[config.mk]
export PLATFORM = sky130hd
export DESIGN_NAME = coco_mem_access_ctrl
export DESIGN_NICKNAME = d
export VERILOG_FILES = /design/src/rtl/coco_mem_access_ctrl.sv
export SDC_FILE = /design/constraint.sdc
export NUM_CORES = 1
export LEC_CHECK = 0
export ABC_CLOCK_PERIOD_IN_PS = 3920
export BUFFER_PORTS_ARGS = -buffer_cell sky130_fd_sc_hd__buf_2
export CAP_MARGIN = 40
export CELL_PAD_IN_SITES_DETAIL_PLACEMENT = 1
export CELL_PAD_IN_SITES_GLOBAL_PLACEMENT = 1
export CORE_AREA = 2 2 124 126
export DETAILED_ROUTE_END_ITERATION = 10
export DIE_AREA = 0 0 126 128
export MAX_ROUTING_LAYER = met4
export PLACE_DENSITY = 0.89
export SETUP_SLACK_MARGIN = 0.5
export SLEW_MARGIN = 10
export SYNTH_ARGS = -nofsm -noshare
export SYNTH_HDL_FRONTEND = slang
export SYNTH_SLANG_ARGS = --single-unit
[constraint.sdc]
create_clock -name clk -period 3.92 [get_ports clk]
set_clock_uncertainty 0.15 [all_clocks]
set_input_delay 0.392 -clock clk [delete_from_list [all_inputs] [get_ports clk]]
set_output_delay 0.392 -clock clk [all_outputs]
set_load 0.005 [all_outputs]
[src/rtl/coco_mem_access_ctrl.sv]
// Data-memory access sequencer: checks alignment, runs one req/ack bus transaction
// per pipeline request, and returns byte/half-extended load data.
module coco_mem_access_ctrl #(
    parameter int unsigned TIMEOUT = 16
) (
    input  logic        clk,
    input  logic        rst_n,
    input  logic        Req,
    input  logic        We,
    input  logic [2:0]  Funct,
    input  logic [31:0] Addr,
    input  logic [31:0] Wdata,
    output logic        Busy,
    output logic        Done,
    output logic [31:0] Rdata,
    output logic        AdErr,
    output logic        TmoErr,
    output logic        MemReq,
    output logic        MemWe,
    output logic [31:0] MemAddr,
    output logic [3:0]  MemBe,
    output logic [31:0] MemWdata,
    input  logic        MemAck,
    input  logic [31:0] MemRdata
);

    typedef enum logic [1:0] {
        S_IDLE = 2'd0,
        S_WAIT = 2'd1,
        S_RESP = 2'd2
    } state_t;

    localparam logic [7:0] TMO_LAST = 8'(TIMEOUT - 1);

    state_t      state_q, state_d;
    logic [7:0]  cnt_q, cnt_d;
    logic        we_q, we_d;
    logic [2:0]  funct_q, funct_d;
    logic [1:0]  alo_q, alo_d;
    logic [31:0] mem_addr_q, mem_addr_d;
    logic [3:0]  mem_be_q, mem_be_d;
    logic [31:0] mem_wdata_q, mem_wdata_d;
    logic [31:0] rdata_q, rdata_d;
    logic        ad_err_q, ad_err_d;
    logic        tmo_err_q, tmo_err_d;

    logic        req_legal;
    logic [3:0]  be_calc;
    logic [31:0] wdata_calc;

    // Select the addressed byte/half of the bus word and extend it to 32 bits.
    function automatic logic [31:0] load_ext(input logic [2:0] f, input logic [1:0] lo,
                                             input logic [31:0] w);
        logic signed [7:0]  sb;
        logic signed [15:0] sh;
        case (lo)
            2'd0:    sb = w[7:0];
            2'd1:    sb = w[15:8];
            2'd2:    sb = w[23:16];
            default: sb = w[31:24];
        endcase
        sh = lo[1] ? w[31:16] : w[15:0];
        case (f)
            3'b001:  load_ext = {24'd0, sb};
            3'b010:  load_ext = {16'd0, sh};
            3'b011:  load_ext = 32'(sb);
            3'b100:  load_ext = 32'(sh);
            default: load_ext = w;
        endcase
    endfunction

    always_comb begin
        req_legal  = 1'b0;
        be_calc    = 4'b0000;
        wdata_calc = Wdata;
        case (Funct)
            3'b000: begin
                req_legal  = (Addr[1:0] == 2'b00);
                be_calc    = 4'b1111;
                wdata_calc = Wdata;
            end
            3'b001, 3'b011: begin
                req_legal  = 1'b1;
                be_calc    = 4'b0001 << Addr[1:0];
                wdata_calc = {4{Wdata[7:0]}};
            end
            3'b010, 3'b100: begin
                req_legal  = ~Addr[0];
                be_calc    = Addr[1] ? 4'b1100 : 4'b0011;
                wdata_calc = {2{Wdata[15:0]}};
            end
            default: ;
        endcase
    end

    always_ff @(posedge clk) begin
        if (!rst_n) begin
            state_q     <= S_IDLE;
            cnt_q       <= 8'd0;
            we_q        <= 1'b0;
            funct_q     <= 3'd0;
            alo_q       <= 2'd0;
            mem_addr_q  <= 32'd0;
            mem_be_q    <= 4'd0;
            mem_wdata_q <= 32'd0;
            rdata_q     <= 32'd0;
            ad_err_q    <= 1'b0;
            tmo_err_q   <= 1'b0;
        end else begin
            state_q     <= state_d;
            cnt_q       <= cnt_d;
            we_q        <= we_d;
            funct_q     <= funct_d;
            alo_q       <= alo_d;
            mem_addr_q  <= mem_addr_d;
            mem_be_q    <= mem_be_d;
            mem_wdata_q <= mem_wdata_d;
            rdata_q     <= rdata_d;
            ad_err_q    <= ad_err_d;
            tmo_err_q   <= tmo_err_d;
        end
    end

    // Ack wins over timeout when both land on the same cycle.
    always_comb begin
        state_d = state_q;
        case (state_q)
            S_IDLE: if (Req && req_legal) state_d = S_WAIT;
            S_WAIT: begin
                if (MemAck)                  state_d = S_RESP;
                else if (cnt_q == TMO_LAST)  state_d = S_IDLE;
            end
            S_RESP:  state_d = S_IDLE;
            default: state_d = S_IDLE;
        endcase
    end

    always_comb begin
        cnt_d       = cnt_q;
        we_d        = we_q;
        funct_d     = funct_q;
        alo_d       = alo_q;
        mem_addr_d  = mem_addr_q;
        mem_be_d    = mem_be_q;
        mem_wdata_d = mem_wdata_q;
        rdata_d     = rdata_q;
        ad_err_d    = 1'b0;
        tmo_err_d   = 1'b0;
        case (state_q)
            S_IDLE: begin
                if (Req) begin
                    if (req_legal) begin
                        we_d        = We;
                        funct_d     = Funct;
                        alo_d       = Addr[1:0];
                        mem_addr_d  = {Addr[31:2], 2'b00};
                        mem_be_d    = be_calc;
                        mem_wdata_d = wdata_calc;
                        cnt_d       = 8'd0;
                    end else begin
                        ad_err_d = 1'b1;
                    end
                end
            end
            S_WAIT: begin
                if (MemAck) begin
                    if (!we_q) rdata_d = load_ext(funct_q, alo_q, MemRdata);
                end else if (cnt_q == TMO_LAST) begin
                    tmo_err_d = 1'b1;
                end else begin
                    cnt_d = cnt_q + 8'd1;
                end
            end
            default: ;
        endcase
    end

    always_comb begin
        Busy     = (state_q != S_IDLE);
        Done     = (state_q == S_RESP);
        MemReq   = (state_q == S_WAIT);
        MemWe    = (state_q == S_WAIT) && we_q;
        MemAddr  = mem_addr_q;
        MemBe    = mem_be_q;
        MemWdata = mem_wdata_q;
        Rdata    = rdata_q;
        AdErr    = ad_err_q;
        TmoErr   = tmo_err_q;
    end

endmodule
**Yosys cells after proc, flatten, opt, wreduce, memory -nomap -nowiden**

Cells that the tools add are included.

- $mul: 0
- Eq/ne operators: 19
- Shifts and indexed selects: 1
- Reductions and logical operators: 16
- Multiplexer cells: 18
- Div/mod/pow operators: 0
- Magnitude comparators: 0
- $add $sub $neg: 1
- Bitwise logic cells: 4

Operators by type and width:

| operator | count |
|---|---|
| $pmux 32 s4 | 1 |
| $pmux 32 s2 | 1 |
| $mux 8 | 4 |
| $pmux 8 s3 | 1 |
| $mux 16 | 1 |
| $pmux 8 s2 | 1 |
| $eq 3x2->1 const B | 4 |
| $pmux 4 s3 | 1 |
| $ne 2x2->1 const B | 5 |
| $reduce_and 3->1 | 3 |
| $add 8x1->8 const B | 1 |
| $eq 8x4->1 const B | 1 |
| $eq 3x1->1 const B | 2 |
| $eq 3x3->1 const B | 2 |
| $logic_not 2->1 | 3 |
| $mux 2 | 3 |
| $reduce_and 5->1 | 1 |
| $eq 2x1->1 const B | 2 |
| $eq 2x2->1 const B | 2 |
| $mux 4 | 1 |
| $not 1->1 | 4 |
| $pmux 2 s2 | 1 |
| $reduce_bool 2->1 | 2 |
| $reduce_or 2->1 | 2 |
| 8 further kinds | 10 |

- Bits in latches: 0
- Input port bits: 104
- Memories: 0
- RAM bits: 0
- Word-level logic and storage cells: 70
- Output and inout bits: 106
- Register bits: 116
- Memory bits (read-only): 0

**Longest topological paths before layout**

- Word-level depth: 6
- Mapped depth: 7
- Gate-level depth less buffers: 5

**Worst setup path before layout**

No wires, ideal clock.

- Path kind: input to register
- From: in Funct[1]
- To: reg mem_wdata_q[20] (netlist: MemWdata[20])
- Stages on the path: 7
- Arrival time: 1.758 ns
- Path buffers: 4
- Setup time: 0.080 ns
- Slack: 1.933 ns
- Required time: 3.690 ns
- Cell sequence: buf_2 -> or4b_4 -> and4_1 -> buf_6 -> buf_6 -> buf_6 -> a211oi_2

- Cells in the longest elaborated chain, start to end: 4
- Elaborated cells on any way between the ends: 10
- Classes of those cells: eq/ne (4); mux (2); reduce/logical (4)

RTL lines:

| item | RTL line | text |
|---|---|---|
| from (decl) | 10 | `input logic [2:0] Funct,` |
| $eq 3x2->1 (tied with other cells) | 76 | `case (Funct)` |
| $reduce_or 2->1 | 76 |  |
| $pmux 1 s3 | 76 |  |
| $reduce_and 3->1 (no line) | -- |  |
| to (signal assigned) | 117 | `mem_wdata_q <= mem_wdata_d;` |
| to (decl) | 42 | `logic [31:0] mem_wdata_q, mem_wdata_d;` |

Several ways; a longest one is shown, not always the timed one.
A chain may end at the register's enable or synchronous reset.

**Worst setup path in the final report**

- From: reg alo_q[0]
- To: reg rdata_q[26] (netlist: Rdata[26])

- Cells in the longest elaborated chain, start to end: 3
- Elaborated cells on any way between the ends: 5
- Classes of those cells: eq/ne (2); mux (2); reduce/logical (1)

RTL lines:

| item | RTL line | text |
|---|---|---|
| from (decl) | 39 | `logic [1:0] alo_q, alo_d;` |
| from (signal assigned) | 114 | `alo_q <= alo_d;` |
| $eq 2x2->1 (tied with other cells) | 56 | `case (lo)` |
| $pmux 8 s3 (*) | 56 |  |
| $pmux 32 s4 (*) | 63 | `case (f)` |
| to (signal assigned) | 118 | `rdata_q <= rdata_d;` |
| to (decl) | 43 | `logic [31:0] rdata_q, rdata_d;` |

Mark *: on every way between the ends. The rest lies on a longest branch, timed or not.

==> results.txt <==
----------------------------------------------------
[Status]
  Result of the run ... finished clean

[Final layout]
  Share of cells above drive strength 1 ... between 30% and 40%
  Post-Layout Inst Area ... 7130 sq um
  Final standard cell count with taps included and fillers excluded ... 1045
  Area growth from synthesis to layout ... 32.1%
  Diodes inserted ... 0
  Number of nets in the layout ... 949

[Setup path]
  Req. time, crit path ... between 4 and 5 ns
  Class of the most critical setup path ... reg2reg
  FF-to-FF setup slack ... 1.25 ns
  CP Launch Type ... register
  Depth of the worst register-to-register path ... 4
  Launch point of the worst reg-to-reg path ... alo_q[0]$_SDFFE_PN0P_
  CP Data Arrival Time ... 2.78 ns
  Crit path max fanout ... 16
  Type of element capturing the critical path ... register
  Reg-to-reg endpoint ... Rdata[26]$_SDFFE_PN0P_

[STA]
  Share of the cycle needed by the critical path after routing ... 68.0%
  Worst slew slack as a fraction of its limit ... 45.5%
  Setup ws final ... 1.25 ns
  Final count of pins violating max slew ... 0
  Final setup viols ... 0
  Maximum clock frequency ... approximately 380 MHz
  Number of hold violations in the final report ... 0
  Final critical delay including setup and external delays ... 2.67 ns
  Setup repair after global routing missed its margin ... false
  Transition time at the pin with the least slew margin ... 0.810 ns
  Total Negative Setup Slacks ... 0 ns

[Clocking]
  Worst skew pair latency ... 0.42 ns
  Resize count post-CTS ... 0
  H-tree lvl count ... 4
  Count of clock tree sinks ... 116
  Number of CTS-inserted buffers ... 17
  Post-CTS setup-driven buffer insertion count ... 0
  Clk slew on worst S/H paths ... 0.06 ns
  Cts-stage hold buffer count ... 0
  Clock tree from TritonCTS ... built
  Clock root buffer master ... sky130_fd_sc_hd__clkbuf_16
  CTS max path bufs ... 2

[Drt]
  Met2 routed WL ... 9610 um
  Metal1 wirelength ... 8390 um
  Highest Signal Layer ... met4
  Vias post-DR ... 5762
  Routed length on met3 ... approximately 1200 um
  Sum of routed wire length over all layers ... 19700 um
  DRC errors left ... 0
  Post-detailed-route wirelength per cell ... 18.9 um
  Per-cell via count in the routed design ... 5.51
  Iteration-0 DRC Markers ... between 300 and 400
  Number of iterations in the first detailed-routing pass ... 4
  Antenna-violating nets left ... 0

[Hold path]
  Worst Hold End ... MemAddr[18]$_SDFFE_PN0P_
  Type of the tightest min-delay check ... in2reg
  Cell depth of the worst min-delay path ... 3
  Start point of the worst min-delay path ... Addr[18]

[Placed design]
  Detailed Place HPWL ... 13400 um
  Count of port buffers added during placement ... 207
  Placement Setup Slack ... 1.28 ns
  Weighted congestion reported at the end of routability-driven placement ... 0.845
  Placed inst area ... 6490 sq um
  # placed instances ... between 1000 and 1500

[Logic synthesis]
  Async set-or-reset flop fraction in the synthesized netlist ... 0%
  Number of library cell types mapped by synthesis ... 58
  Most instantiated flip-flop cell in the synthesis netlist ... sky130_fd_sc_hd__dfxtp_1
  Number of enable flip-flop cells after synthesis ... 0
  Synthesis-stage register bit count ... 116
  Sequential fraction of the synthesis area ... 43.0%
  Yosys warnings ... 0
  Synth Area per Inst ... 8.10 sq um
  Largest area contributor in the netlist ... sky130_fd_sc_hd__dfxtp_1
  Instance count of the mapped netlist ... roughly 670
  Syn Std Cell Area ... 5400 sq um
  Cell with the most instances after synthesis ... sky130_fd_sc_hd__nand2_1
  Area share of the largest cell type after synthesis ... between 40% and 50%
  Largest cells by area after synthesis ... sky130_fd_sc_hd__dfxtp_1 (43%), sky130_fd_sc_hd__nand2_1 (9.6%), sky130_fd_sc_hd__a21oi_1 (7.6%), sky130_fd_sc_hd__o21ai_0 (5.2%), sky130_fd_sc_hd__a31oi_1 (2.9%)
  Synth cell count leaders ... sky130_fd_sc_hd__nand2_1 (138), sky130_fd_sc_hd__dfxtp_1 (116), sky130_fd_sc_hd__a21oi_1 (82), sky130_fd_sc_hd__o21ai_0 (56), sky130_fd_sc_hd__clkbuf_1 (32)

[Power]
  Cell Pwr Density ... 482 nW/um^2
  Leakage ... ~3.1 nW
  Worst VDD drop ... 0.270 mV

[GRT]
  Initial antenna violation count ... 0
  Pin count of the biggest net entering global routing ... 59
  Wire length of the first global-routing pass ... around 31000 um
  Via count of the first global-routing pass ... ~6000
  Final global-route overflow total ... 0
  All-Layer GR Usage ... about 25%

[Die]
  Die span in x ... 126 um
  Die footprint ... 16100 sq um
  # rows ... 45
  Die H ... roughly 130 um
  Area inside the core boundary ... about 15000 sq um
  Starting utilization of the core area ... 36.3%
  Total I/O pin count ... 210

[Job]
  Number of max-cap violations ... 0

----------------------------------------------------
## per-stage QoR
step / hold slack, ns / util [%] / total power, W
after detailed placement: 0.296 / 43.7 / 0.00175
after CTS: 0.0459 / 47.9 / 0.00345
after global placement: 0.289 / 43.4 / 0.00173
final: 0.0542 / 47.9 / 0.00344
after floorplan: 0.303 / - / 0.00155
after global routing: 0.0558 / 47.9 / 0.00357
## cells in the final DEF, fill, tap and decap left out, types with 15 or more instances in the layout
master                        n
sky130_fd_sc_hd__buf_2      208
sky130_fd_sc_hd__clkbuf_16   17
sky130_fd_sc_hd__o21ai_0     56
sky130_fd_sc_hd__a31oi_1     25
sky130_fd_sc_hd__nor3_1      26
sky130_fd_sc_hd__dfxtp_1    116
sky130_fd_sc_hd__a21oi_1     82
sky130_fd_sc_hd__nand3_1     15
sky130_fd_sc_hd__nor2_1      19
sky130_fd_sc_hd__nand2_1    138
sky130_fd_sc_hd__mux2i_1     15
## layout make-up
class / count / area, sq um
Clock buffer: 24 / 492
Clock inverter: 8 / 146
Fill cell: 1897 / 7740
Inverter: 3 / 11.3
Multi-Input combinational cell: 492 / 2800
Sequential cell: 116 / 2320
Tap cell: 188 / 235
Timing Repair Buffer: 214 / 1120
## cell families after synthesis
kind of cell    count (synthesis)  synth area share (%)
simple gates                  247                  21.3
mux                            26                  5.70
fa+ha+maj                       2                 0.417
buf+inv                        59                  5.26
compound gates                214                  24.1
other cells                     1                0.0695
xor+xnor                        1                 0.162
flops                         116                  43.0
## how the worst max path moves through the flow
stage / from / to / slack, ns
after CTS: alo_q[0]$_SDFFE_PN0P_ / Rdata[26]$_SDFFE_PN0P_ / 1.26
after detailed placement: alo_q[0]$_SDFFE_PN0P_ / Rdata[26]$_SDFFE_PN0P_ / 1.28
after global routing: alo_q[0]$_SDFFE_PN0P_ / Rdata[19]$_SDFFE_PN0P_ / 1.10
final: alo_q[0]$_SDFFE_PN0P_ / Rdata[26]$_SDFFE_PN0P_ / 1.25
after floorplan: Funct[1] / MemWdata[20]$_SDFFE_PN0P_ / 1.93
after global placement: Funct[0] / MemAddr[15]$_SDFFE_PN0P_ / 1.19
## registers in the layout, summed over array words and instances (netlist names)
register  flops
state_q       2
MemAddr      30
AdErr         1
funct_q       3
alo_q         2
MemWdata     32
cnt_q         8
we_q          1
Rdata        32
TmoErr        1
MemBe         4
## critical path, stage by stage, from the launching register on
cell and delay (ns):
sky130_fd_sc_hd__dfxtp_1 0.70, sky130_fd_sc_hd__mux4_2 0.59, sky130_fd_sc_hd__and2_1 0.22, sky130_fd_sc_hd__a221oi_4 0.68, sky130_fd_sc_hd__a21oi_1 0.17
## power by group
group / total [W] / internal, W / switching (W) / leakage [nW]
clock: 0.00170 / 0.00113 / 0.000572 / 0.310
combinational: 0.000443 / 0.000182 / 0.000260 / 1.89
sequential: 0.00129 / 0.00125 / 0.0000460 / 0.946
## per-layer routing
layer | vias to the layer above | global-route usage (%)
met1 | 2751 | 29.5
li1 | 2741 | -
met4 | 0 | 10.3
met2 | 220 | 41.0
met5 | - | -
met3 | 50 | 6.76
(Power assumes the default switching activity.)
